--- src/rtl/uart_pkg.sv ---
// Shared UART definitions: receive FSM states, frame width and prescaler divisor.
`timescale 1ns/1ps
package uart_pkg;

  localparam int DATA_BITS = 8;

  typedef enum logic [2:0] {
    IDLE,
    START,
    DATA,
    STOP,
    BREAK
  } rx_state_t;

  // Clocks per oversample tick, rounded to nearest.
  function automatic int calc_div(input int clk_freq, input int baud, input int oversample);
    return (clk_freq + (baud * oversample) / 2) / (baud * oversample);
  endfunction

endpackage

--- src/rtl/uart_baud_tick.sv ---
// Oversample tick prescaler: one-cycle tick every DIV clocks (always high when DIV is 1).
`timescale 1ns/1ps
module uart_baud_tick
  import uart_pkg::*;
#(
  parameter int CLK_FREQ   = 50_000_000,
  parameter int BAUD       = 9600,
  parameter int OVERSAMPLE = 16
) (
  input  logic clk,
  input  logic rst,
  output logic tick
);

  localparam int DIV = calc_div(CLK_FREQ, BAUD, OVERSAMPLE);
  localparam int CW  = (DIV > 1) ? $clog2(DIV) : 1;
  localparam logic [CW-1:0] LAST = CW'(DIV - 1);

  logic [CW-1:0] cnt;

  // Free-running divider counter 0..DIV-1; stays at 0 when DIV is 1.
  always_ff @(posedge clk or posedge rst) begin
    if (rst) begin
      cnt <= '0;
    end else if (cnt == LAST) begin
      cnt <= '0;
    end else begin
      cnt <= cnt + 1'b1;
    end
  end

  assign tick = (cnt == LAST);

endmodule

--- src/rtl/uart_receiver.sv ---
// 8N1 UART receiver: synchronises rxd, majority-votes three mid-bit samples and
// presents each byte with a ready/clear handshake plus framing and overrun pulses.
`timescale 1ns/1ps
module uart_receiver
  import uart_pkg::*;
#(
  parameter int CLK_FREQ   = 50_000_000,
  parameter int BAUD       = 9600,
  parameter int OVERSAMPLE = 16
) (
  input  logic       clk,
  input  logic       rst,
  input  logic       rxd,
  output logic       uart_ready,
  output logic [7:0] uart_rx,
  input  logic       uart_clear,
  output logic       frame_err,
  output logic       overrun
);

  localparam int SCW = $clog2(OVERSAMPLE);
  localparam int BIW = $clog2(DATA_BITS);
  localparam logic [SCW-1:0] SC_V0   = SCW'(OVERSAMPLE / 2 - 1);
  localparam logic [SCW-1:0] SC_V1   = SCW'(OVERSAMPLE / 2);
  localparam logic [SCW-1:0] SC_V2   = SCW'(OVERSAMPLE / 2 + 1);
  localparam logic [SCW-1:0] SC_LAST = SCW'(OVERSAMPLE - 1);
  localparam logic [BIW-1:0] BI_LAST = BIW'(DATA_BITS - 1);

  logic                 sync1;
  logic                 rxs;
  logic                 tick;
  rx_state_t            state;
  rx_state_t            state_next;
  logic [SCW-1:0]       sc;
  logic [BIW-1:0]       bit_idx;
  logic [DATA_BITS-1:0] shreg;
  logic                 vote_a;
  logic                 vote_b;
  logic                 vote;
  logic                 at_vote;
  logic                 at_wrap;
  logic                 done_ok;
  logic                 stop_bad;

  uart_baud_tick #(
    .CLK_FREQ  (CLK_FREQ),
    .BAUD      (BAUD),
    .OVERSAMPLE(OVERSAMPLE)
  ) u_baud_tick (
    .clk (clk),
    .rst (rst),
    .tick(tick)
  );

  // Two-flop synchroniser on the asynchronous pin, idling high.
  always_ff @(posedge clk or posedge rst) begin
    if (rst) begin
      sync1 <= 1'b1;
      rxs   <= 1'b1;
    end else begin
      sync1 <= rxd;
      rxs   <= sync1;
    end
  end

  assign vote    = (vote_a & vote_b) | (vote_a & rxs) | (vote_b & rxs);
  assign at_vote = tick && (sc == SC_V2);
  assign at_wrap = tick && (sc == SC_LAST);

  // State register.
  always_ff @(posedge clk or posedge rst) begin
    if (rst) begin
      state <= IDLE;
    end else begin
      state <= state_next;
    end
  end

  // Next-state decode and stop-bit outcome strobes.
  always_comb begin
    state_next = state;
    done_ok    = 1'b0;
    stop_bad   = 1'b0;
    case (state)
      IDLE:  if (tick && !rxs) state_next = START;
      START: begin
        if (at_vote && vote) state_next = IDLE;
        else if (at_wrap)    state_next = DATA;
      end
      DATA:  if (at_wrap && (bit_idx == BI_LAST)) state_next = STOP;
      STOP: begin
        if (at_vote) begin
          if (vote) begin
            done_ok    = 1'b1;
            state_next = IDLE;
          end else begin
            stop_bad   = 1'b1;
            state_next = BREAK;
          end
        end
      end
      BREAK: if (tick && rxs) state_next = IDLE;
      default: state_next = IDLE;
    endcase
  end

  // Sample counter, vote samples, bit index and shift register, all tick-paced.
  always_ff @(posedge clk or posedge rst) begin
    if (rst) begin
      sc      <= '0;
      bit_idx <= '0;
      shreg   <= '0;
      vote_a  <= 1'b1;
      vote_b  <= 1'b1;
    end else if (tick) begin
      if (state == IDLE || state_next == IDLE || state_next == BREAK) begin
        sc <= '0;
      end else begin
        sc <= sc + 1'b1;
      end
      if (sc == SC_V0) vote_a <= rxs;
      if (sc == SC_V1) vote_b <= rxs;
      if (state == DATA && sc == SC_V2) begin
        shreg <= {vote, shreg[DATA_BITS-1:1]};
      end
      if (state == START) begin
        bit_idx <= '0;
      end else if (state == DATA && sc == SC_LAST) begin
        bit_idx <= bit_idx + 1'b1;
      end
    end
  end

  // Output registers; a completing byte beats a same-cycle clear.
  always_ff @(posedge clk or posedge rst) begin
    if (rst) begin
      uart_ready <= 1'b0;
      uart_rx    <= '0;
      frame_err  <= 1'b0;
      overrun    <= 1'b0;
    end else begin
      frame_err <= stop_bad;
      overrun   <= done_ok && uart_ready && !uart_clear;
      if (done_ok) begin
        uart_ready <= 1'b1;
        uart_rx    <= shreg;
      end else if (uart_clear) begin
        uart_ready <= 1'b0;
      end
    end
  end

endmodule

--- config.mk ---
export PLATFORM = sky130hd
export DESIGN_NAME = uart_receiver
export DESIGN_NICKNAME = d
export VERILOG_FILES = /design/src/rtl/uart_pkg.sv /design/src/rtl/uart_baud_tick.sv /design/src/rtl/uart_receiver.sv
export SDC_FILE = /design/constraint.sdc
export NUM_CORES = 1
export LEC_CHECK = 0
export CAP_MARGIN = 0
export CORE_MARGIN = 5
export CORE_UTILIZATION = 50
export CTS_CLUSTER_SIZE = 8
export DETAILED_ROUTE_END_ITERATION = 8
export PLACE_DENSITY = 0.7
export SLEW_MARGIN = 20
export SYNTH_ARGS = -nofsm -noshare
export SYNTH_HDL_FRONTEND = slang
export SYNTH_SLANG_ARGS = --single-unit
--- constraint.sdc ---
create_clock -name clk -period 2.6 [get_ports clk]
set_input_delay 0.78 -clock clk [delete_from_list [all_inputs] [get_ports clk]]
set_output_delay 0.78 -clock clk [all_outputs]
set_load 0.02 [all_outputs]
==> After elaboration in Yosys (flattened, before gate mapping) <==
Cells that the tools add are included.
{ "totals": {"reg_bits": 42, "inputBits": 4, "out_inout_bits": 11, "wordCells": 74} }
{ "op_classes": {"addsub": 3, "n_eq_ne": 11, "muxes": 20, "bitwise_logic": 5, "reduce_logical": 22} }
{ "ops": {"columns": ["operator", "count"], "rows": [
  ["$mux 3", 9],
  ["$pmux 3 s5", 1],
  ["$eq 4x4->1 const B", 3],
  ["$logic_and 1x1->1", 10],
  ["$add 9x1->9 const B", 1],
  ["$eq 3x3->1 const B", 3],
  ["$eq 9x9->1 const B", 1],
  ["$mux 9", 1],
  ["$mux 1", 8],
  ["$reduce_and 2->1", 4],
  ["$eq 3x2->1 const B", 2],
  ["$logic_not 3->1", 2],
  ["$add 4x1->4 const B", 1],
  ["$eq 4x3->1 const B", 1],
  ["$mux 4", 1],
  ["$reduce_bool 2->1", 2],
  ["$add 3x1->3 const B", 1],
  ["$and 1x1->1", 3],
  ["$eq 3x1->1 const B", 1],
  ["$logic_not 1->1", 2],
  ["$logic_or 1x1->1", 2],
  ["$or 1x1->1", 2]
]} }

==> Longest topological paths before layout <==
{ "logic_depth": {"depth_word": 10, "ltp_mapped": 8} }

==> Modules after synthesis <==
A second synthesis with hierarchy kept.
{ "hier_totals": {"cells_unflattened": 159, "hier_area_um2": 1920.6} }
{ "modules_own_cells": {"columns": ["mod", "instances", "cells_per_inst", "area_per_inst_um2", "seq_area_each_um2"], "rows": [
  ["uart_receiver", 1, 118, 1498.9, 830.8],
  ["uart_baud_tick", 1, 41, 421.7, 225.2]
]} }

==> Least setup slack after synthesis <==
OpenSTA, ideal clock, no wires.
{ "synth_path": {"path_kind": "reg-to-reg", "from": "register u_baud_tick.cnt[1]", "to": "register shreg[0]", "setup_time_ns": 0.125, "t_arrival_ns": 1.738, "required_ns": 2.475, "setup_slack_ns": 0.737, "path_stages_with_launch": 8, "synth_period_minus_slack_ns": 1.863, "cell_sequence": "dfrtp_1 inv_1 ha_1 and4bb_2 nand2_1 or3_4 buf_6 mux2_4"} }
{ "synth_between": {"elab_chain_len": 2} }
{ "synth_rtl": {"columns": ["item", "line", "rtl"], "rows": [
  ["start, declared", "uart_baud_tick.sv:19", "logic [CW-1:0] cnt;"],
  ["start signal, assigned", "uart_baud_tick.sv:28", "cnt <= cnt + 1'b1;"],
  ["$eq 9x9->1", "uart_baud_tick.sv:32", "assign tick = (cnt == LAST);"],
  ["$reduce_and 2->1 (no line)", null, null],
  ["end signal, assigned", "uart_receiver.sv:124", "shreg <= {vote, shreg[DATA_BITS-1:1]};"],
  ["end, declared", "uart_receiver.sv:36", "logic [DATA_BITS-1:0] shreg;"]
]} }
Every way passes these cells.
A chain may end at the register's enable or synchronous reset.

==> Worst setup path after layout <==
{ "layout_path": {"from": "register uart_rx[2]", "to": "output port uart_rx[2]"} }
{ "layout_lines": {"columns": ["item", "line", "rtl"], "rows": [
  ["start, declared", "uart_receiver.sv:15", "output logic [7:0] uart_rx,"],
  ["start signal, assigned", "uart_receiver.sv:146", "uart_rx <= shreg;"]
]} }
No word-level cell between the ends.

==> results_dict.tcl <==
set metrics [dict create \
    status "finished, final reports clean" \
    syn_to_final_growth_pct 15.36 \
    ir_worst_vdd_mv 0.2773 \
    syn-instance-count 156 \
    hold_path.class "reg -> reg" \
    syn_nets 167 \
    finalCriticalPeriod_ps 2038 \
    ys_seq_elements 42 \
    yosysWarningCount 0 \
    power_frac_seq_pct 51.1 \
    ys_seq_area_share_pct 54.03 \
    yosysUniqueCellTypes 42 \
    rows 22 \
    max_stage_delay_ps 600 \
    gp_routability_congestion 0.7917 \
    dp_hpwl_um 2283 \
    grt_usage_pct 13.97 \
    coreArea_mm2 0.003716 \
    crit_path_end_kind "output pin" \
    drv_slew 0 \
    die_x_um 72.52 \
    whs_ps 358.9 \
    post_cts_resized 0 \
    yosysTopAreaCell "dfrtp_1" \
    clkSlewWorstSetupHoldPaths_ps 80 \
    pwr-share-comb_pct 1.4 \
    dr.pass1.iters 4 \
    path_buf_inv 1 \
    clk_latency_ps 300 \
    worstPathMaxFanout 2 \
    switching_share_pct 18.58 \
    dr_total_vias 1201 \
    drt_iter0_drc 54 \
    cts_buffers 5 \
    netlist_top_cells_area "dfrtp_1 49%, mux2_2 6.3%, mux2_4 6.1%" \
    worstHoldPathCells 0 \
    drc 0 \
    path_depth 1 \
    synth_top_area_share_pct 48.66 \
    nFillCells 293 \
    seqCellArea_mm2 0.001056 \
    grt_pass1_vias 1308 \
    routed_wl_um 3197 \
    portBuffers 14 \
    power_density_mw_per_mm2 569.7 \
    start_kind "register" \
    yosysMostFrequentCell "dfrtp_1" \
    overflow 0 \
    busiest_layer "met2" \
    worstSetupPathType "reg -> out" \
    use_met3_pct 4.571 \
    dieHeight_um 72.52 \
    cts_setup_buffers 0 \
    crit_chain "clkdlybuf4s50_1" \
    cts_root_buffer "clkbuf_8" \
    static-leakage-power_uw 0.001080 \
    fin_setup_tns_ps 0 \
    period_share_pct 78.37 \
    insertedDiodeCount 0 \
    cts_sinks 42 \
    postCtsHoldBufs 0 \
    worst-endpoint-arrival_ps 1260 \
    die_area_mm2 0.005259 \
    synth_edf_count 0 \
    start_util_pct 52.59 \
    syn_area_per_cell_um2 12.53 \
    synth_area_mm2 0.001954 \
    cts_tree "built" \
    crit_path_top_delay_cell "clkdlybuf4s50_1" \
    synth_common_cells "38 x dfrtp_1, 15 x nor2_1, 11 x mux2_2" \
    rsz0062_at_grt "false" \
    r2r_cells 6 \
    grt_max_degree 43 \
    cts_max_path_buffers 2 \
    hold_violations 0 \
    pwr-share-clk_pct 47.4 \
    maxCapViolCount 0 \
    cp_top_family "buffers and inverters" \
    slew_headroom_pct 65.31 \
    wl_per_cell_um 14.53 \
    multi_input_area_um2 827.0 \
    intPower_uw 1046 \
    grt_pass1_wl_um 5754 \
    pin_count 15 \
    met2_usage_pct 23.95 \
    h-tree-depth 2 \
    grtUsageMet1_pct 16.58 \
    layout-drive-gt1-share_pct 22.67 \
    async_flop_share_pct 100.0 \
    ant_nets 0 \
    switchingPower_uw 238.7 \
    finalSetupViolCount 0 \
    synth_flop_cell "dfrtp_1" \
    antenna_found_initial 0 \
    required_ps 1820 \
    fmax_ghz 0.4908 \
    worst_pin_slew_ps 516.4 \
    nets 182 \
    clock-skew-final_ps 8.356 \
    via_per_inst 5.459 \
]
## stage by stage
step | power (µW) | utilization (%) | setup slack [ps] | cell area [µm²] | std cells
2_1_floorplan | 679.6 | - | 736.9 | 1954 | 156
3_3_place_gp | 688.3 | 56.97 | 707.9 | 2117 | 212
3_5_place_dp | 688.9 | 56.97 | 651.7 | 2117 | 212
4_1_cts | 1306 | 60.67 | 539.8 | 2255 | 220
5_1_grt | 1333 | 60.67 | 513.9 | 2255 | 220
6_report | 1284 | 60.67 | 562.5 | 2255 | 220
## sequential cells by signal, summed over array words and instances, names as in the netlist, 3 cells and up
name,flops
bit_idx,3
sc,4
shreg,8
state,3
u_baud_tick.cnt,9
uart_rx,8
## routing by layer
metal / share of wire, % / wire length, µm
met1: 44 / 1412
met5: 0 / 0
met4: 1.2 / 38
met2: 49 / 1568
met3: 5.6 / 178
## cell type report
type / instances / share of cell area [%]
multi-input cells: 101 / 36.68
flip-flops and latches: 42 / 46.84
inverters: 5 / 0.8324
repair buffers: 16 / 6.881
clock buffers: 5 / 3.052
clock inverters: 3 / 3.052
well taps: 48 / 2.664
## layout by cell type, fill, tap and decap left out, types with 3 or more instances in the layout
cell and n:
xnor2_1 4, dfrtp_1 38, a22o_1 3, and3_1 5, nand3_1 8, nor4_1 3, xor2_1 3, nand2_1 3
ha_1 7, dfstp_2 4, clkbuf_8 5, nor2_1 15, inv_1 5, clkdlybuf4s50_1 14, mux2_2 11, mux2_4 8
## cells by family (layout without fill, tap and decap cells)
kind of cell	after synthesis	after routing	share of synthesized area, %
AND/OR/NAND/NOR	51	51	15.11
buffers and inverters	13	29	3.649
adder cells (fa/ha/maj)	8	8	4.993
multiplexers	20	20	13.00
AO/OA/AOI/OAI	15	15	6.083
flip-flops	42	42	54.03
XOR/XNOR	7	7	3.137
## worst paths after layout
check | startpoint | endpoint | slack [ps]
max in group asynchronous | rst | sync1$_DFF_PP1_ | 1300
hold reg to reg | sync1$_DFF_PP1_ | rxs$_DFF_PP1_ | 360
min in group asynchronous | rst | shreg[0]$_DFFE_PP0P_ | 920
setup / recovery | uart_rx[2]$_DFFE_PP0P_ | uart_rx[2] | 560
hold / removal | sync1$_DFF_PP1_ | rxs$_DFF_PP1_ | 360
setup reg to reg | u_baud_tick.cnt[1]$_DFF_PP0_ | shreg[3]$_DFFE_PP0P_ | 640
## worst reg2reg max path: stages, from the launching register on
cell and delay, ps:
dfrtp_1 400, inv_1 60, ha_1 120, and4bb_2 260, nand2_1 190, or3_4 510
mux2_4 320
## power groups by stage
stage                     Clock (µW)  Sequential [µW]  Combinational (µW)
after global placement             0              670                18.8
final                            609              657                18.2
after detailed placement           0              670                19.3
after floorplan                    0              669                10.3
after global routing             653              657                22.4
after CTS                        630              657                19.4
Note: power is estimated with default switching activity, not from simulation.
